<file path="src/rtl/alu_seq.sv">
// alu_seq: registered ALU with a persistent flag register and an optional
// iterative shift-add multiplier. One operation is accepted per
// in_valid/in_ready handshake. The result is held with out_valid until
// out_ready is seen.
//
// Build option: define ALU_MUL_EN to include the multiplier, which adds the
// BUSY state, the step counter and the 2*WIDTH accumulator. Without it,
// opcode 101 completes in one cycle with result=0 and zero=1.
//
// Ports:
//   clk, rst_n             clock, async active-low reset
//   in_valid / in_ready    operation handshake (A, B, sel)
//   out_valid / out_ready  result handshake
//   result, result_hi      low result / high half of MUL product (else 0)
//   carry, zero, neg, ovf  flag register; carry feeds ADC/SBC
module alu_seq #(
  parameter int WIDTH = 8
) (
  input  logic             clk,
  input  logic             rst_n,
  input  logic             in_valid,
  output logic             in_ready,
  input  logic [WIDTH-1:0] A,
  input  logic [WIDTH-1:0] B,
  input  logic [2:0]       sel,
  output logic             out_valid,
  input  logic             out_ready,
  output logic [WIDTH-1:0] result,
  output logic [WIDTH-1:0] result_hi,
  output logic             carry,
  output logic             zero,
  output logic             neg,
  output logic             ovf
);

  typedef enum logic [1:0] {IDLE, BUSY, DONE} state_t;

  state_t           state, state_nxt;
  logic             accept, is_mul, load_single;
  logic [WIDTH:0]   sum;
  logic [WIDTH-1:0] r_s;
  logic             c_s, v_s;

  // Single-cycle datapath, evaluated from live operands and stored carry.
  always_comb begin
    sum = '0;
    r_s = '0;
    c_s = 1'b0;
    v_s = 1'b0;
    case (sel)
      3'b000, 3'b110: begin
        sum = {1'b0, A} + {1'b0, B} + {{WIDTH{1'b0}}, (sel[2] & carry)};
        r_s = sum[WIDTH-1:0];
        c_s = sum[WIDTH];
        v_s = (A[WIDTH-1] == B[WIDTH-1]) & (sum[WIDTH-1] ^ A[WIDTH-1]);
      end
      3'b001, 3'b111: begin
        // Bit WIDTH of the (WIDTH+1)-bit difference is the borrow.
        sum = {1'b0, A} - {1'b0, B} - {{WIDTH{1'b0}}, (sel[2] & carry)};
        r_s = sum[WIDTH-1:0];
        c_s = sum[WIDTH];
        v_s = (A[WIDTH-1] ^ B[WIDTH-1]) & (sum[WIDTH-1] ^ A[WIDTH-1]);
      end
      3'b010:  r_s = A & B;
      3'b011:  r_s = A | B;
      3'b100:  r_s = A ^ B;
      default: r_s = '0;  // MUL without multiplier: result 0, zero set
    endcase
  end

`ifdef ALU_MUL_EN
  localparam int CW = $clog2(WIDTH);

  logic [2*WIDTH-1:0] mcand, acc, prod_nxt;
  logic [WIDTH-1:0]   mplier;
  logic [CW-1:0]      cnt;
  logic               last_step;

  assign is_mul    = (sel == 3'b101);
  assign prod_nxt  = acc + (mplier[0] ? mcand : '0);
  assign last_step = (cnt == CW'(WIDTH - 1));

  always_ff @(posedge clk or negedge rst_n) begin
    if (!rst_n) begin
      mcand  <= '0;
      mplier <= '0;
      acc    <= '0;
      cnt    <= '0;
    end else if (accept && is_mul) begin
      mcand  <= {{WIDTH{1'b0}}, A};
      mplier <= B;
      acc    <= '0;
      cnt    <= '0;
    end else if (state == BUSY) begin
      mcand  <= mcand << 1;
      mplier <= mplier >> 1;
      acc    <= prod_nxt;
      cnt    <= cnt + 1'b1;
    end
  end
`else
  assign is_mul = 1'b0;
`endif

  assign in_ready    = (state == IDLE) | ((state == DONE) & out_ready);
  assign accept      = in_valid & in_ready;
  assign load_single = accept & ~is_mul;
  assign out_valid   = (state == DONE);

  always_ff @(posedge clk or negedge rst_n) begin
    if (!rst_n) state <= IDLE;
    else        state <= state_nxt;
  end

  always_comb begin
    state_nxt = state;
    case (state)
      IDLE: if (accept) state_nxt = is_mul ? BUSY : DONE;
`ifdef ALU_MUL_EN
      BUSY: if (last_step) state_nxt = DONE;
`else
      BUSY: state_nxt = IDLE;
`endif
      DONE: begin
        if (accept)         state_nxt = is_mul ? BUSY : DONE;
        else if (out_ready) state_nxt = IDLE;
      end
      default: state_nxt = IDLE;
    endcase
  end

  // Result and flag register: written only on a load, held otherwise.
  always_ff @(posedge clk or negedge rst_n) begin
    if (!rst_n) begin
      result    <= '0;
      result_hi <= '0;
      carry     <= 1'b0;
      zero      <= 1'b0;
      neg       <= 1'b0;
      ovf       <= 1'b0;
    end else if (load_single) begin
      result    <= r_s;
      result_hi <= '0;
      carry     <= c_s;
      zero      <= (r_s == '0);
      neg       <= r_s[WIDTH-1];
      ovf       <= v_s;
`ifdef ALU_MUL_EN
    end else if (state == BUSY && last_step) begin
      result    <= prod_nxt[WIDTH-1:0];
      result_hi <= prod_nxt[2*WIDTH-1:WIDTH];
      carry     <= |prod_nxt[2*WIDTH-1:WIDTH];
      zero      <= (prod_nxt == '0);
      neg       <= prod_nxt[WIDTH-1];
      ovf       <= 1'b0;
`endif
    end
  end

endmodule
</file>
<file path="config.mk">
export PLATFORM = sky130hd
export DESIGN_NAME = alu_seq
export DESIGN_NICKNAME = d
export VERILOG_FILES = /design/src/rtl/alu_seq.sv
export SDC_FILE = /design/constraint.sdc
export NUM_CORES = 1
export LEC_CHECK = 0
export BUFFER_PORTS_ARGS = -buffer_cell sky130_fd_sc_hd__buf_2
export CAP_MARGIN = 20
export CORE_ASPECT_RATIO = 0.7
export CORE_MARGIN = 5
export CORE_UTILIZATION = 45
export DETAILED_ROUTE_END_ITERATION = 8
export PLACE_DENSITY = 0.77
export SLEW_MARGIN = 5
export SYNTH_ARGS = -nofsm -noshare
export SYNTH_HDL_FRONTEND = slang
export SYNTH_SLANG_ARGS = --single-unit
</file>
<file path="constraint.sdc">
create_clock -name clk -period 8.4 [get_ports clk]
set_clock_uncertainty 0.15 [all_clocks]
set_input_delay 1.26 -clock clk [delete_from_list [all_inputs] [get_ports clk]]
set_output_delay 1.26 -clock clk [all_outputs]
set_load 0.01 [all_outputs]
</file>
* Yosys cells after proc, flatten, opt, wreduce, memory -nomap -nowiden
Index checks and enable logic that the tools add are counted.
W data, S select, Z words.
** Storage, ports and cells
- Output and inout bits :: 22
- Register bits after elaboration :: 14
** Operators by class
- Bitwise logic cells :: 12
- Eq/ne operators :: 10
- Mux-type cells :: 7
- Reduce and logical (&&, ||, !) cells :: 6
- Add/subtract/negate cells :: 4
** Operator list (number)
- $pmux W8 S5 :: 1
- $add A8 B8 Y9 :: 1
- $add A9 B1 Y9 :: 1
- $eq A3 B3 Y1 const B :: 3
- $sub A8 B8 Y9 :: 1
- $sub A9 B1 Y9 :: 1
- $and A8 B8 Y8 :: 1
- $logic_not A8 Y1 :: 1
- $or A8 B8 Y8 :: 1
- $xor A8 B8 Y8 :: 1
- $eq A3 B2 Y1 const B :: 2
- $mux W2 :: 3
- $and A1 B1 Y1 :: 5
- $pmux W1 S2 :: 2
- $pmux W2 S2 :: 1
- $reduce_or A2 Y1 :: 2
- $eq A3 B1 Y1 const B :: 1
- $logic_not A3 Y1 :: 1
- $ne A3 B1 Y1 const B :: 1
- $xor A1 B1 Y1 :: 3
- $eq A2 B2 Y1 const B :: 1
- $logic_not A2 Y1 :: 1
- $ne A2 B2 Y1 const B :: 1
- $reduce_and A2 Y1 :: 1
- other kinds (2) :: 2

* Logic depth before layout (Yosys ltp)
Gate-level depths: netlist (run 1).
- Word-level depth :: 6
- Gate-level depth with buffers :: 12
- Mapped depth without buffers :: 11

* Worst setup path after synthesis (run 1)
OpenSTA, ideal clock, no wires.
- Kind :: in2reg
- Start :: input sel[2]
- End :: register zero
- Stages :: 12
- Data arrival time :: 3.557 ns
- Setup time :: 0.103 ns
- Path slack :: 4.589 ns
- Cells stage by stage :: buf_6 -> nand2_1 -> inv_1 -> fa_1 -> inv_1 -> fa_1 -> inv_1 -> mux4_2 -> a211o_1 -> nor4_2 -> nand4_1 -> o41ai_2
** On the way
- Cells in the longest elaborated chain, start to end :: 4
- Elaborated cells on any way between the ends :: 14
- Those cells by class :: 2 x add/sub; 6 x eq/ne; 1 x mux; 1 x bitwise; 4 x reduce/logical
** Ends and longest elaborated chain
- start, declared :: RTL line 25 : input logic [2:0] sel,
- $and A1 B1 Y1 (tied with other cells) :: RTL line 52, 59
- $sub A9 B1 Y9 (tied with other cells) :: RTL line 59 : sum = {1'b0, A} - {1'b0, B} - {{WIDTH{1'b0}}, (sel[2] & carry)};
- $pmux W8 S5 (*) :: RTL line 50 : case (sel)
- $logic_not A8 Y1 (*) :: RTL line 145 : zero <= (r_s == '0);
- end signal, assigned :: RTL line 145
- end, declared :: RTL line 31 : output logic zero,
Mark *: on every way between the ends. The rest lies on a longest branch, timed or not.
A chain may end at the register's enable or synchronous reset.

* Worst setup path after layout (run 1)
Ends and elaborated chain as after synthesis.

==> impl_metrics.tcl, run 1 <==
set metrics [dict create \
    tightest_slew_ns 0.831 \
    p_leak_uw 0.00108 \
    antenna_left 0 \
    cts_setup_buffers 0 \
    end_kind "flop" \
    via_per_inst 5.50 \
    ctsHoldBuffers 0 \
    synth-edff-count 0 \
    layout_common_cells "buf_2 (36), inv_1 (32), ha_1 (30), nor2_1 (16)" \
    synth.area.top_cells "ha_1 (20%), dfrtp_1 (16%), inv_1 (6.3%)" \
    worst_ir_drop_vdd_uv 81.7 \
    path_clk_slew_ns 0.05 \
    netlist_instances 233 \
    fmax_ghz 0.254 \
    die_h_um 64.5 \
    startpoint_type "input port" \
    crit_fanout 9 \
    die_width_um 87.8 \
    core_area_um2 4020 \
    crit_arrival_ns 3.92 \
    dp_hpwl_um 3720 \
    insertion_delay_ns 0.23 \
    diodes 0 \
    grt_max_degree 27 \
    htree_num_levels 1 \
    synth-seq-area-share_pct 15.7 \
    drtIter0Drc 50 \
    clockRootBuffer "clkbuf_8" \
    io_buffer_count 36 \
    cts_buffers 3 \
    power.density_nw_per_um2 133 \
    grt_pass1_vias 1667 \
    finalMaxSlewViolations 0 \
    vias 1727 \
    clk_path_buf_depth 2 \
    dieArea_um2 5660 \
    holdWs_ns 0.324 \
    synth_seq_cells 12 \
    first_pass_iters 4 \
    synthFlopType "dfrtp_1" \
    min_period_over_period_pct 46.9 \
    grt_use_total_pct 16.6 \
    layout_commonest_cell "buf_2" \
    status "complete, no violations" \
    drv_cap 0 \
    worstHoldPathCells 2 \
    period_needed_ns 3.94 \
    async_flop_share_pct 100 \
    hold_viol 0 \
    grt_pass1_wl_um 7690 \
    wl_um 4570 \
    rsz0062_at_grt "no" \
    yosysTopAreaCell "ha_1" \
    wl_per_cell_um 14.6 \
    worstSetupPathType "input port to flop" \
    finalSetupTns_ns 0 \
    tritoncts "yes" \
    ys_types 56 \
    setup_violations 0 \
    avgSynthCellArea_um2 8.18 \
    antenna_found_initial 0 \
    io_pins 45 \
    fp-row-count 19 \
    drc 0 \
    synthesis.area_um2 1910 \
    min_path_type "flop to flop" \
    syn_to_final_growth_pct 10.6 \
    synth_top_area_share_pct 19.7 \
    cts_num_sinks 12 \
    worstRegToRegCells 11 \
    drive_gt1_share_pct 18.7 \
    cp.required_ns 8.38 \
    place_congestion 0.869 \
    initial_core_util_pct 47.5 \
    grt-ovfl-total 0 \
    final_nets 321 \
    yosys_warnings 0 \
    cts_resized 0 \
    slew_headroom_pct 44.4 \
]
area by class of cell:
| cell class | count | area [um2] |
|---|---|---|
| Fill cell | 375 | 1910 |
| Multi-Input combinational cell | 179 | 1400 |
| Sequential cell | 12 | 300 |
| Timing Repair Buffer | 36 | 180 |
| Inverter | 32 | 120 |
| Tap cell | 52 | 65.1 |
| Clock buffer | 3 | 41.3 |
flip-flops by register name, summed over array words and instances, names as in the netlist:
name    count
carry       1
zero        1
state       1
result      8
ovf         1
logic make-up (layout without fill, tap and decap cells):
kind of cell / after synthesis / count (layout) / synth area share [%]
DFF: 12 / 12 / 15.7
and+or+nand+nor: 59 / 59 / 15.7
adders and majority gates: 34 / 34 / 23.9
buffers and inverters: 49 / 71 / 12.1
xor gates and xnor gates: 11 / 11 / 5.05
AOI/OAI and AO/OA: 59 / 59 / 22.2
other: 1 / 8 / 0.197
muxes: 8 / 8 / 5.18
metrics by stage:
step / power [uW] / setup slack, ns / utilization [%] / std cells / cell area [um2]
final: 281 / 4.46 / 52.5 / 314 / 2110
after global routing: 304 / 4.32 / 52.5 / 314 / 2110
after CTS: 281 / 4.48 / 52.5 / 314 / 2110
after detailed placement: 229 / 4.23 / 51.5 / 311 / 2070
after global placement: 226 / 4.37 / 51.5 / 311 / 2070
after floorplan: 189 / 4.59 / - / 240 / 1930
where the power goes:
group          switching, uW  internal [uW]
clock network           18.5           31.4
registers               6.43           69.6
logic                   87.5           67.2
cell usage after synthesis (3+ instances only):
master / n
o211ai_1: 3
xnor2_1: 8
fa_1: 4
nand2b_1: 5
a21o_1: 5
o21ai_0: 7
and2_1: 3
ha_1: 30
nor2_1: 16
buf_2: 3
dfrtp_1: 12
a22oi_1: 4
nand3_1: 5
a21oi_1: 15
a211oi_1: 6
inv_1: 32
buf_4: 9
nand2_1: 15
xor2_1: 3
mux2_2: 5
per-layer routing:
metal  vias up  part of all wire [%]  track usage [%]
met1       824                    49             23.2
met5         -                     0                0
met4         0                   1.1             3.45
met2        48                    44             27.1
met3         4                   6.0             2.91
li1        851                     -                -
worst max-delay path: stages:
cell     delay [ns]
buf_2          0.16
nand2_1        0.11
inv_1          0.08
fa_1           0.21
inv_1          0.06
fa_1           0.48
inv_1          0.05
mux4_2         0.46
a211o_1        0.33
nor4_2         0.32
nand4_1        0.17
o41ai_2        0.23
final timing paths:
path,startpoint,to,slack [ns]
worst min register to register,result[3]$_DFFE_PN0P_,result[3]$_DFFE_PN0P_,0.32
min in group asynchronous,rst_n,result[0]$_DFFE_PN0P_,0.74
worst min-delay path,result[3]$_DFFE_PN0P_,result[3]$_DFFE_PN0P_,0.32
max in group asynchronous,rst_n,zero$_DFFE_PN0P_,7.14
worst max register to register,carry$_DFFE_PN0P_,zero$_DFFE_PN0P_,5.27
worst max-delay path,sel[2],zero$_DFFE_PN0P_,4.46
(Power assumes the default switching activity.)
==> inputs of run 2 (changes only) <==
PLACE_DENSITY = 0.79   (was 0.77)
clock period = 3.4 ns   (was 8.4 ns; I/O delays follow)
==> run 2 against run 1 <==
  * Critical path depth unchanged
  * Cell area up 1.8%
  * Sequential power rose by 150%
  * Die area unchanged
  * First-iteration DRC count rose to 2.6 times the previous value
  * Routed wire length is 2.3% lower
  * Worst hold slack hardly changed
  * Global-route usage decreased by 0.58 points
  * Total power grew to 2.6 times the previous value
  * Worst setup slack got worse by 4.2 ns
  * Count of clock-buffer cells in the layout rose by 1
  * Non-clock buffer count grew 3
==> impl_metrics.tcl, run 2 (same netlist as run 1, synthesis figures left out) <==
set metrics [dict create \
    layout_commonest_cell "buf_2" \
    drive_gt1_share_pct 19.5 \
    cpLargestDelayFamily "adder cells" \
    end_kind "flop" \
    vias 1732 \
    drtIter0Drc 128 \
    critical_path.max_stage_delay_ns 0.47 \
    dieArea_um2 5660 \
    path_clk_slew_ns 0.05 \
    worstSetupPathType "input port to flop" \
    layout_common_cells "buf_2 (36), inv_1 (32), ha_1 (30), nor2_1 (16)" \
    cts_num_sinks 12 \
    grt_pass1_wl_um 7330 \
    startpoint_type "input port" \
    finish.utilization_pct 53.5 \
    crit_buf_inv 4 \
    grt_max_degree 26 \
    grt-ovfl-total 0 \
    fp-row-count 19 \
    worstRegToRegCells 11 \
    place_congestion 0.865 \
    wl_per_cell_um 14.0 \
    setup_violations 0 \
    holdWs_ns 0.324 \
    rsz0062_at_grt "no" \
    die_width_um 87.8 \
    finalMaxSlewViolations 0 \
    via_per_inst 5.45 \
    drv_cap 0 \
    insertion_delay_ns 0.24 \
    power.density_nw_per_um2 337 \
    fmax_ghz 0.322 \
    finalSetupTns_ns 0 \
    cp.required_ns 3.39 \
    largest_reg_flops 8 \
    final_nets 324 \
    period_needed_ns 3.10 \
    dp_hpwl_um 3700 \
    worstPathCellList "buf_2 -> nand2_1 -> inv_1 -> fa_1 -> inv_1 -> fa_1 -> inv_1 -> mux4_2 -> a211o_1 -> nor4_2 -> nand4_1 -> o41ai_2" \
    die_h_um 64.5 \
    power_uw 724 \
    cts_buffers 3 \
    antenna_left 0 \
    tightest_slew_ns 0.842 \
    p_leak_uw 0.00110 \
    drc 0 \
    io_pins 45 \
    critPathMostFrequentCell "inv_1" \
    initial_core_util_pct 47.5 \
    largest_register "result" \
    io_buffer_count 36 \
    wl_um 4470 \
    min_path_type "flop to flop" \
    first_pass_iters 4 \
    core_area_um2 4020 \
    grt_use_total_pct 16.0 \
    min_period_over_period_pct 91.2 \
    antenna_found_initial 0 \
    diodes 0 \
    crit_arrival_ns 3.09 \
    worst_ir_drop_vdd_uv 220 \
    slew_headroom_pct 43.7 \
    crit_fanout 9 \
    syn_to_final_growth_pct 12.7 \
    clk_path_buf_depth 2 \
    tritoncts "yes" \
    clockRootBuffer "clkbuf_8" \
    critical-path-slowest-cell "fa_1" \
    status "complete, no violations" \
    grt_pass1_vias 1551 \
    htree_num_levels 1 \
    worstHoldPathCells 2 \
    hold_viol 0 \
    cts_resized 0 \
    cp.depth 12 \
]
run 2: cell types whose count changed in the layout (fill, tap and decap cells not counted), sizes merged:
cell | before | now
buf | 36 | 38
clkbuf | 3 | 4
dlygate4sd3 | 0 | 1
run 2: worst min-delay path, cell delays in order (launching register included):
cell	delay, ns
dfrtp_1	0.34
nand2_1	0.04
o21ai_0	0.06
run 2: path summary, 6_finish.rpt:
| kind | startpoint | to | slack (ns) |
|---|---|---|---|
| worst min-delay path | result[3]$_DFFE_PN0P_ | result[3]$_DFFE_PN0P_ | 0.32 |
| worst max-delay path | sel[2] | zero$_DFFE_PN0P_ | 0.30 |
| worst min register to register | result[3]$_DFFE_PN0P_ | result[3]$_DFFE_PN0P_ | 0.32 |
| max in group asynchronous | rst_n | result[5]$_DFFE_PN0P_ | 2.34 |
| min in group asynchronous | rst_n | result[1]$_DFFE_PN0P_ | 0.54 |
| worst max register to register | carry$_DFFE_PN0P_ | zero$_DFFE_PN0P_ | 0.33 |
run 2: layout make-up:
type,count,area (um2)
fill,380,1870
multi-input combinational,179,1400
sequential,12,300
timing repair buffer,39,205
inverter,32,120
tap,52,65.1
clock buffer,4,55.1
run 2: layer usage:
metal | track usage (%) | part of all wire (%) | up-vias
met4 | 3.45 | 0.85 | 0
met2 | 22.7 | 42 | 81
met5 | 0 | 0 | -
li1 | - | - | 859
met1 | 24.3 | 47 | 788
met3 | 4.05 | 9.9 | 4
run 2: repair_timing:
action	in CTS	in global routing
buffers inserted	0	0
hold buffers	1	0
hold endpoints to repair	12	0
run 2: stage by stage:
step | area [um2] | setup WS, ns | cells
2_1_floorplan | 1930 | 0.339 | 240
3_3_place_gp | 2080 | 0.143 | 313
3_5_place_dp | 2080 | 0.0416 | 313
4_1_cts | 2150 | 0.293 | 318
5_1_grt | 2150 | 0.0961 | 318
6_report | 2150 | 0.298 | 318
run 2: power breakdown:
group / switching, uW / total, uW / leakage (uW) / internal, uW
clock network: 50.0 / 152 / 0.0000288 / 102
logic: 215 / 384 / 0.000928 / 169
registers: 15.9 / 188 / 0.000145 / 172
